[config.mk]
export PLATFORM = sky130hd
export DESIGN_NAME = adc_frame_streamer_flat
export DESIGN_NICKNAME = d
export VERILOG_FILES = /design/src/rtl/adc_frame_streamer_if.sv /design/src/rtl/adc_frame_streamer.sv /design/src/flat_wrapper.sv
export SDC_FILE = /design/constraint.sdc
export NUM_CORES = 1
export LEC_CHECK = 0
export CAP_MARGIN = 20
export CORE_ASPECT_RATIO = 0.9
export CORE_MARGIN = 1.5
export CORE_UTILIZATION = 35
export DETAILED_ROUTE_END_ITERATION = 7
export GPL_ROUTABILITY_DRIVEN = 0
export PLACE_DENSITY = 0.46
export REMOVE_ABC_BUFFERS = 1
export SETUP_SLACK_MARGIN = 0.02
export SKIP_LAST_GASP = 1
export SLEW_MARGIN = 0
export SYNTH_ARGS = -nofsm -noshare
export SYNTH_HDL_FRONTEND = slang
export SYNTH_SLANG_ARGS = --single-unit
[constraint.sdc]
create_clock -name clk_in -period 3.01 [get_ports clk_in]
set_input_delay 0.602 -clock clk_in [delete_from_list [all_inputs] [get_ports clk_in]]
set_output_delay 0.602 -clock clk_in [all_outputs]
set_load 0.05 [all_outputs]
[src/rtl/adc_frame_streamer_if.sv]
// Frame output bus: AXI-Stream handshake plus a beat-index sideband (taddr) aligned with tdata.
// The streamer drives the master modport; a find_max style consumer takes the slave modport.
interface adc_frame_streamer_if #(
  parameter int DATA_WIDTH = 8,
  parameter int ADDR_WIDTH = 6
);
  logic                         tvalid;
  logic                         tready;
  logic signed [DATA_WIDTH-1:0] tdata;
  logic                         tlast;
  logic [ADDR_WIDTH-1:0]        taddr;

  modport master (
    output tvalid,
    output tdata,
    output tlast,
    output taddr,
    input  tready
  );

  modport slave (
    input  tvalid,
    input  tdata,
    input  tlast,
    input  taddr,
    output tready
  );
endinterface

[src/rtl/adc_frame_streamer.sv]
// Captures FRAME_LEN signed ADC samples into a buffer, then replays them as an AXI-Stream frame.
// Optional feature macro AUTO_RESTART_EN: GAP returns straight to CAPTURE for continuous framing.
module adc_frame_streamer #(
  parameter int DATA_WIDTH = 8,
  parameter int ADDR_WIDTH = 6,
  parameter int FRAME_LEN  = 64
) (
  input  logic                         clk_in,
  input  logic                         rst_n,
  input  logic                         start,
  input  logic                         adc_valid,
  input  logic signed [DATA_WIDTH-1:0] adc_data,
  adc_frame_streamer_if.master         m_axis,
  output logic                         busy,
  output logic                         frame_done,
  output logic                         drop_flag
);

  localparam int                    DEPTH     = 2 ** ADDR_WIDTH;
  localparam logic [ADDR_WIDTH-1:0] LAST_ADDR = ADDR_WIDTH'(FRAME_LEN - 1);

  typedef enum logic [1:0] {
    S_IDLE,
    S_CAPTURE,
    S_STREAM,
    S_GAP
  } state_t;

  state_t                       state;
  logic [ADDR_WIDTH-1:0]        wr_addr;
  logic [ADDR_WIDTH-1:0]        rd_addr;
  logic signed [DATA_WIDTH-1:0] frame_buf [DEPTH];

  logic capture_wr;
  logic stray_sample;
  logic tx_load;

  assign capture_wr   = (state == S_CAPTURE) && adc_valid;
  assign stray_sample = adc_valid && ((state == S_STREAM) || (state == S_GAP));
  // The output stage takes a new beat when empty or when the current beat is being accepted.
  assign tx_load      = !m_axis.tvalid || m_axis.tready;

  // NOTE: the sample buffer is deliberately left out of reset; every location is rewritten by
  // capture before it is streamed, and a resettable array would not map onto RAM.
  always_ff @(posedge clk_in) begin
    if (capture_wr) begin
      frame_buf[wr_addr] <= adc_data;
    end
  end

  // NOTE: all state and output registers use non-blocking assignment so every read in this block
  // sees the pre-edge value, which is what makes the handshake and address logic cycle-exact.
  always_ff @(posedge clk_in or negedge rst_n) begin
    if (!rst_n) begin
      state         <= S_IDLE;
      wr_addr       <= '0;
      rd_addr       <= '0;
      m_axis.tvalid <= 1'b0;
      m_axis.tdata  <= '0;
      m_axis.tlast  <= 1'b0;
      m_axis.taddr  <= '0;
      busy          <= 1'b0;
      frame_done    <= 1'b0;
      drop_flag     <= 1'b0;
    end else begin
      frame_done <= 1'b0;
      if (stray_sample) begin
        drop_flag <= 1'b1;
      end

      case (state)
        S_IDLE: begin
          if (start) begin
            state     <= S_CAPTURE;
            busy      <= 1'b1;
            drop_flag <= 1'b0;
            wr_addr   <= '0;
          end
        end

        S_CAPTURE: begin
          if (adc_valid) begin
            if (wr_addr == LAST_ADDR) begin
              wr_addr <= '0;
              rd_addr <= '0;
              state   <= S_STREAM;
            end else begin
              wr_addr <= wr_addr + 1'b1;
            end
          end
        end

        S_STREAM: begin
          if (tx_load) begin
            if (m_axis.tvalid && m_axis.tlast) begin
              // Final beat accepted: leave one empty cycle for the consumer.
              m_axis.tvalid <= 1'b0;
              m_axis.tlast  <= 1'b0;
              frame_done    <= 1'b1;
              state         <= S_GAP;
            end else begin
              m_axis.tvalid <= 1'b1;
              m_axis.tdata  <= frame_buf[rd_addr];
              m_axis.taddr  <= rd_addr;
              m_axis.tlast  <= (rd_addr == LAST_ADDR);
              rd_addr       <= (rd_addr == LAST_ADDR) ? '0 : rd_addr + 1'b1;
            end
          end
        end

        S_GAP: begin
`ifdef AUTO_RESTART_EN
          state <= S_CAPTURE;
`else
          state <= S_IDLE;
          busy  <= 1'b0;
`endif
        end

        default: begin
          state <= S_IDLE;
          busy  <= 1'b0;
        end
      endcase
    end
  end

endmodule

[src/flat_wrapper.sv]
// flat-port wrapper written by rule: the top's interface ports become plain ports
module adc_frame_streamer_flat 
#(
  parameter int DATA_WIDTH = 8,
  parameter int ADDR_WIDTH = 6,
  parameter int FRAME_LEN  = 64
)
  (clk_in, rst_n, start, adc_valid, adc_data, busy, frame_done, drop_flag, m_axis_tvalid, m_axis_tdata, m_axis_tlast, m_axis_taddr, m_axis_tready);
  adc_frame_streamer_if #(.DATA_WIDTH(DATA_WIDTH), .ADDR_WIDTH(ADDR_WIDTH)) m_axis_i ();
  input  logic clk_in;
  input  logic rst_n;
  input  logic start;
  input  logic adc_valid;
  input  logic signed [DATA_WIDTH-1:0] adc_data;
  output logic busy;
  output logic frame_done;
  output logic drop_flag;
  output wire logic [$bits(m_axis_i.tvalid)-1:0] m_axis_tvalid;
  output wire logic [$bits(m_axis_i.tdata)-1:0] m_axis_tdata;
  output wire logic [$bits(m_axis_i.tlast)-1:0] m_axis_tlast;
  output wire logic [$bits(m_axis_i.taddr)-1:0] m_axis_taddr;
  input wire logic [$bits(m_axis_i.tready)-1:0] m_axis_tready;
  assign m_axis_tvalid = m_axis_i.tvalid;
  assign m_axis_tdata = m_axis_i.tdata;
  assign m_axis_tlast = m_axis_i.tlast;
  assign m_axis_taddr = m_axis_i.taddr;
  assign m_axis_i.tready = m_axis_tready;
  adc_frame_streamer #(.DATA_WIDTH(DATA_WIDTH), .ADDR_WIDTH(ADDR_WIDTH), .FRAME_LEN(FRAME_LEN)) u_core (.clk_in(clk_in), .rst_n(rst_n), .start(start), .adc_valid(adc_valid), .adc_data(adc_data), .m_axis(m_axis_i), .busy(busy), .frame_done(frame_done), .drop_flag(drop_flag));
endmodule
==> results.txt, run 1 <==
Worst Path Buf+Inv: 2
Vert. Die Dim: 238.9 microns
die area: 0.06336 sq mm
global-route wire length before repair: 81970 microns
Total Wirelength: 56430 microns
post-synthesis sequential area ratio: 74.84%
library cells used by synthesis: 54
I/O pin count: 32
Critical Path Sink Type: flip-flop
chip width: 265.2 microns
worst r2r src: u_core.rd_addr[0]$_DFFE_PN0P_
Post-synth EDFFs: 512
most common library cell in the layout ignoring fill and taps: edfxtp_1
clk_lat worst skew: 620 ps
startpoint types: flip-flop
Max-Cap Viols: 0
Area growth syn-to-layout: 18.15%
Mapped Avg Cell Area: 19.88 sq um
core area: 0.06123 sq mm
Fmax: 348.5 MHz
starting density of the core: 35.36%
crit path from: u_core.rd_addr[0]$_DFFE_PN0P_
drt first pass iters: 5
post-route cell area: 0.02558 sq mm
Cell Chain, Critical Path: buf_12 > mux4_2 > a2111oi_0 > buf_4 > or4_1 > a41oi_1
Resize count post-CTS: 0
status: finished, final reports clean
setup violators final: 0
Mapped Area: 0.02165 sq mm
worst setup path class: flip-flop to flip-flop
Core Rows: 86
Max Slew Vio Count: 0
CTS tree: yes
gr ovfl total: 0
crit-path max FO: 16
Remaining DRCs: 0
RSZ-0062 raised after global routing: no
worst vdd ir: 0.4720 mV
All-Layer GR Usage: 18.13%
post-route antenna net violation count: 0
routed length per instance: 26.87 microns
min Tclk post-route: 2869 ps
ys async rst share: 6.055%
Worst-Margin Slew: 964.1 ps
Fin. Hold Viols: 0
static leakage: 8.198 nW
most frequent cells in the layout: edfxtp_1, buf_4, mux4_2
DP HPWL: 36580 microns
Final WS setup: 140.7 ps
total CTS buffers: 57
layout cells sized above 1: 27.01%
met1 GRT Util: 26.59%
max incr delay on CP: 690 ps
Placed Area: 0.02375 sq mm
ys flop type: edfxtp_1
required time of the critical path: 3490 ps
Pwr Density: 768.5 mW/mm^2
clk sinks: 545
largest net degree at the start of global routing: 42
Post-CTS Setup Inserts: 0
Final Skew: 29.33 ps
H-tree levels: 2
via count: 11049
Worst path slowest cell: a2111oi_0
vias in the first global route: 11319
initial antenna violation count: 1
Yosys warnings: 0
# hold bufs at CTS: 0
Cells after DPL: 1993
post-route clock period utilization: 95.32%
GR peak layer: met2
Worst EP arrival: 3350 ps
GR Util met3: 2.750%
clock edge transition at the registers on the reported setup and hold paths: 60 ps
pre-CTS WS: 96.13 ps
relative slew slack: 35.73%
met2 Track Usage GR: 28.43%
Mapped Cells: 1089
number of DRC markers in iteration 0: 1146
crit-path leading delay family: compound AO/OA/AOI/OAI gates
CTS root buffer: clkbuf_16
CTS max path bufs: 3
fin cells: 2100
Min-Delay Path Class: input port to async pin
vias per inst: 5.261
I/O Buffers: 31
nets: 1280
Seq cells post-synth: 545
fin util: 41.77%
==> worst paths after layout <==
check                           cells after the start  slack, ps                                  to
worst max-delay path                                6        140  u_core.m_axis.tdata[3]$_DFFE_PN0P_
worst min-delay path                                1        120  u_core.m_axis.tdata[3]$_DFFE_PN0P_
worst max register to register                      6        140  u_core.m_axis.tdata[3]$_DFFE_PN0P_
worst min register to register                      1        510  u_core.m_axis.taddr[2]$_DFFE_PN0P_
max in group asynchronous                           1       2150       u_core.rd_addr[2]$_DFFE_PN0P_
min in group clk_in                                 1        310   u_core.frame_buf[32][0]$_DFFE_PP_
==> registers in the layout, indices dropped and copies added, names as in the netlist <==
register,count
u_core.m_axis.tvalid,1
u_core.wr_addr,6
u_core.frame_buf,512
u_core.drop_flag,1
u_core.busy,1
u_core.state,2
u_core.m_axis.tlast,1
u_core.m_axis.tdata,8
u_core.rd_addr,6
u_core.frame_done,1
u_core.m_axis.taddr,6
==> where the power goes <==
| part | internal [mW] | switching (mW) | leakage, nW | total (mW) |
|---|---|---|---|---|
| Combinational | 1.85 | 2.23 | 2.31 | 4.08 |
| Clock | 3.97 | 2.88 | 0.877 | 6.85 |
| Sequential | 8.45 | 0.274 | 5.01 | 8.72 |
==> cells in the mapped netlist (6+ instances only) <==
| cell | n | area (sq um) |
|---|---|---|
| inv_1 | 7 | 26.28 |
| mux2_2 | 14 | 157.7 |
| a21oi_1 | 11 | 55.05 |
| buf_4 | 9 | 67.56 |
| mux4_2 | 100 | 2252 |
| dfrtp_1 | 33 | 825.8 |
| buf_2 | 16 | 80.08 |
| ha_1 | 7 | 87.58 |
| o21ai_0 | 17 | 85.08 |
| buf_6 | 6 | 67.56 |
| a41oi_1 | 7 | 61.31 |
| nand2_1 | 31 | 116.4 |
| nand3_1 | 13 | 65.06 |
| nor2_1 | 91 | 341.6 |
| mux4_1 | 18 | 473.0 |
| o211ai_1 | 7 | 52.55 |
| edfxtp_1 | 512 | 15370 |
| clkbuf_1 | 24 | 90.09 |
| a22oi_1 | 14 | 105.1 |
| mux2i_1 | 55 | 550.5 |
| a2111oi_0 | 6 | 52.55 |
| nor2b_1 | 18 | 112.6 |
==> stage by stage <==
stage          TNS (ps)  hold slack (ps)  total power [mW]
2_1_floorplan    -58380            306.4             11.22
3_3_place_gp          0            491.3             13.03
3_5_place_dp          0            496.4             13.05
4_1_cts               0            125.4             19.94
5_1_grt               0            173.8             20.43
6_report              0            123.8             19.66
==> routing by layer <==
layer,vias to the layer above,share of wire [%]
li1,4806,-
met1,5926,48
met2,257,47
met3,60,4.0
met4,0,1.7
met5,-,0
==> cell families (layout without fill, tap and decap cells) <==
| kind of cell | Yosys count | in the layout | synth area share [%] |
|---|---|---|---|
| flops | 545 | 545 | 74.84 |
| mux | 187 | 187 | 15.86 |
| simple gates | 186 | 186 | 3.942 |
| compound gates | 94 | 94 | 3.092 |
| buf+inv | 68 | 286 | 1.786 |
| fa+ha+maj | 7 | 7 | 0.4046 |
| xor+xnor | 2 | 2 | 0.08093 |
| other cells | 0 | 1 | 0 |
==> final cells by class <==
type	instances	area, sq um
Fill cell	5374	35650
Sequential cell	545	16210
Multi-Input combinational cell	476	5065
Clock buffer	78	1608
Timing Repair Buffer	173	1456
Tap cell	792	991.0
Clock inverter	28	215.2
Inverter	7	26.28
Antenna cell	1	2.502
(Power assumes the default switching activity.)
==> inputs of run 2 (changes only) <==
Settings changed: MAX_ROUTING_LAYER set to met4.
==> run 2 against run 1 <==
  * Sequential power about the same
  * Critical endpoint unchanged
  * Combinational power about the same
  * Die area unchanged
  * Clock power about the same
  * Largest cell class unchanged
  * Clock-buffer cell count unchanged
  * Sequential share of layout area about the same
  * Utilization about the same
  * Highest routed layer unchanged
==> results.txt, run 2 (synthesis gave the netlist of run 1 again) <==
status: finished, final reports clean
Max Slew Vio Count: 0
number of DRC markers in iteration 0: 1056
vias per inst: 5.265
biggest regs: u_core.frame_buf (512), u_core.m_axis.tdata (8)
fill count: 5375
worst r2r src: u_core.rd_addr[0]$_DFFE_PN0P_
# hold bufs at CTS: 0
# diodes: 0
r2r setup slk: 170 ps
CTS max path bufs: 3
min Tclk post-route: 2842 ps
startpoint types: flip-flop
setup violators final: 0
die area: 0.06336 sq mm
via count: 11051
Resize count post-CTS: 0
clk sinks: 545
Final TNS setup: 0 ps
Largest Register: u_core.frame_buf
Worst path slowest cell: dfrtp_4
required time of the critical path: 3490 ps
clock edge transition at the registers on the reported setup and hold paths: 60 ps
nets: 1280
Min-Delay Path Class: input port to async pin
Max-Cap Viols: 0
Pwr Density: 768.8 mW/mm^2
vias in the first global route: 11341
starting density of the core: 35.36%
Cell Chain, Critical Path: mux4_1 > nor2b_1 > a2111oi_0 > buf_4 > or4_1 > a41oi_1
CTS root buffer: clkbuf_16
gr ovfl total: 0
drt first pass iters: 7
All-Layer GR Usage: 18.69%
Post-CTS Setup Inserts: 0
max reg flops: 512
Critical Path Sink Type: flip-flop
Total Wirelength: 56390 microns
core area: 0.06123 sq mm
Reg2Reg Depth: 6
relative slew slack: 35.24%
Remaining DRCs: 0
post-route clock period utilization: 94.43%
Cells after DPL: 1993
Worst-Margin Slew: 971.4 ps
H-tree levels: 2
Fmax: 351.8 MHz
chip width: 265.2 microns
Core Rows: 86
crit-path max FO: 16
max incr delay on CP: 670 ps
reg2reg end: u_core.m_axis.tdata[3]$_DFFE_PN0P_
fin cells: 2099
DP HPWL: 36580 microns
RSZ-0062 raised after global routing: no
worst vdd ir: 0.4726 mV
static leakage: 8.198 nW
Final Skew: 27.59 ps
worst setup path class: flip-flop to flip-flop
CTS tree: yes
layout cells sized above 1: 27.01%
Vert. Die Dim: 238.9 microns
Worst EP arrival: 3320 ps
Area growth syn-to-layout: 18.14%
total CTS buffers: 57
most frequent cells in the layout: edfxtp_1, buf_4, mux4_2
most common library cell in the layout ignoring fill and taps: edfxtp_1
routed length per instance: 26.87 microns
I/O pin count: 32
initial antenna violation count: 0
I/O Buffers: 31
global-route wire length before repair: 81990 microns
post-route antenna net violation count: 0
Fin. Hold Viols: 0
largest net degree at the start of global routing: 42
clk_lat worst skew: 620 ps
-- run 2: cell types whose count changed in the layout (fill, tap and decap cells not counted) --
| cell | previous run | this run |
|---|---|---|
| diode_2 | 1 | 0 |
-- run 2: area by class of cell --
cell class	count	area (sq um)	area share, %
clock buffers	78	1608	6.287
clock inverters	28	215.2	0.8415
inverters	7	26.28	0.1027
multi-input cells	476	5065	19.80
flip-flops and latches	545	16210	63.40
well taps	792	991.0	3.875
repair buffers	173	1456	5.695
-- run 2: power by group --
part / leakage [nW] / total, mW / switching (mW) / internal (mW)
combinational: 2.31 / 4.08 / 2.24 / 1.85
clock: 0.877 / 6.86 / 2.88 / 3.97
sequential: 5.01 / 8.72 / 0.275 / 8.45
total: 8.20 / 19.7 / 5.40 / 14.3
-- run 2: how the worst max path moves through the flow --
stage                                               endpoint                           from
final                     u_core.m_axis.tdata[3]$_DFFE_PN0P_  u_core.rd_addr[0]$_DFFE_PN0P_
after detailed placement  u_core.m_axis.tdata[3]$_DFFE_PN0P_  u_core.rd_addr[0]$_DFFE_PN0P_
after CTS                 u_core.m_axis.tdata[3]$_DFFE_PN0P_  u_core.rd_addr[0]$_DFFE_PN0P_
after floorplan           u_core.m_axis.tdata[0]$_DFFE_PN0P_  u_core.rd_addr[0]$_DFFE_PN0P_
after global placement    u_core.m_axis.tdata[3]$_DFFE_PN0P_  u_core.rd_addr[0]$_DFFE_PN0P_
after global routing      u_core.m_axis.tdata[3]$_DFFE_PN0P_  u_core.rd_addr[0]$_DFFE_PN0P_
-- run 2: worst max-delay path, delay by kind of cell (launching register included) --
family	cells	cell delay [ps]
multiplexers	1	620
flip-flops	1	670
AO/OA/AOI/OAI	2	790
AND/OR/NAND/NOR	2	370
buffers and inverters	1	240
-- run 2: metal layers --
layer	share of wire (%)	vias up	wire length, microns	GRT usage (%)
met2	47	265	26310	28.42
met5	0	-	0	-
met3	4.0	59	2250	2.730
li1	-	4809	-	-
met1	48	5918	26940	26.62
met4	1.6	0	896	4.450
-- run 2: stage by stage --
stage          power, mW  hold WS (ps)  util (%)  worst slack, ps  cell area (sq um)
6_report           19.66         117.6     41.77            167.8              25570
2_1_floorplan      11.22         306.4         -            -4108              21290
3_3_place_gp       13.03         491.3     38.79            105.8              23750
4_1_cts            19.94         125.4     41.77            85.39              25570
5_1_grt            20.44         171.5     41.77            56.20              25570
3_5_place_dp       13.05         496.4     38.79            96.13              23750
==> inputs of run 3 (changes only) <==
Settings changed: SETUP_SLACK_MARGIN 0.02 to 0.05.
==> results of run 3 <==
Final layout, timing and power as in run 2 (identical DEF).
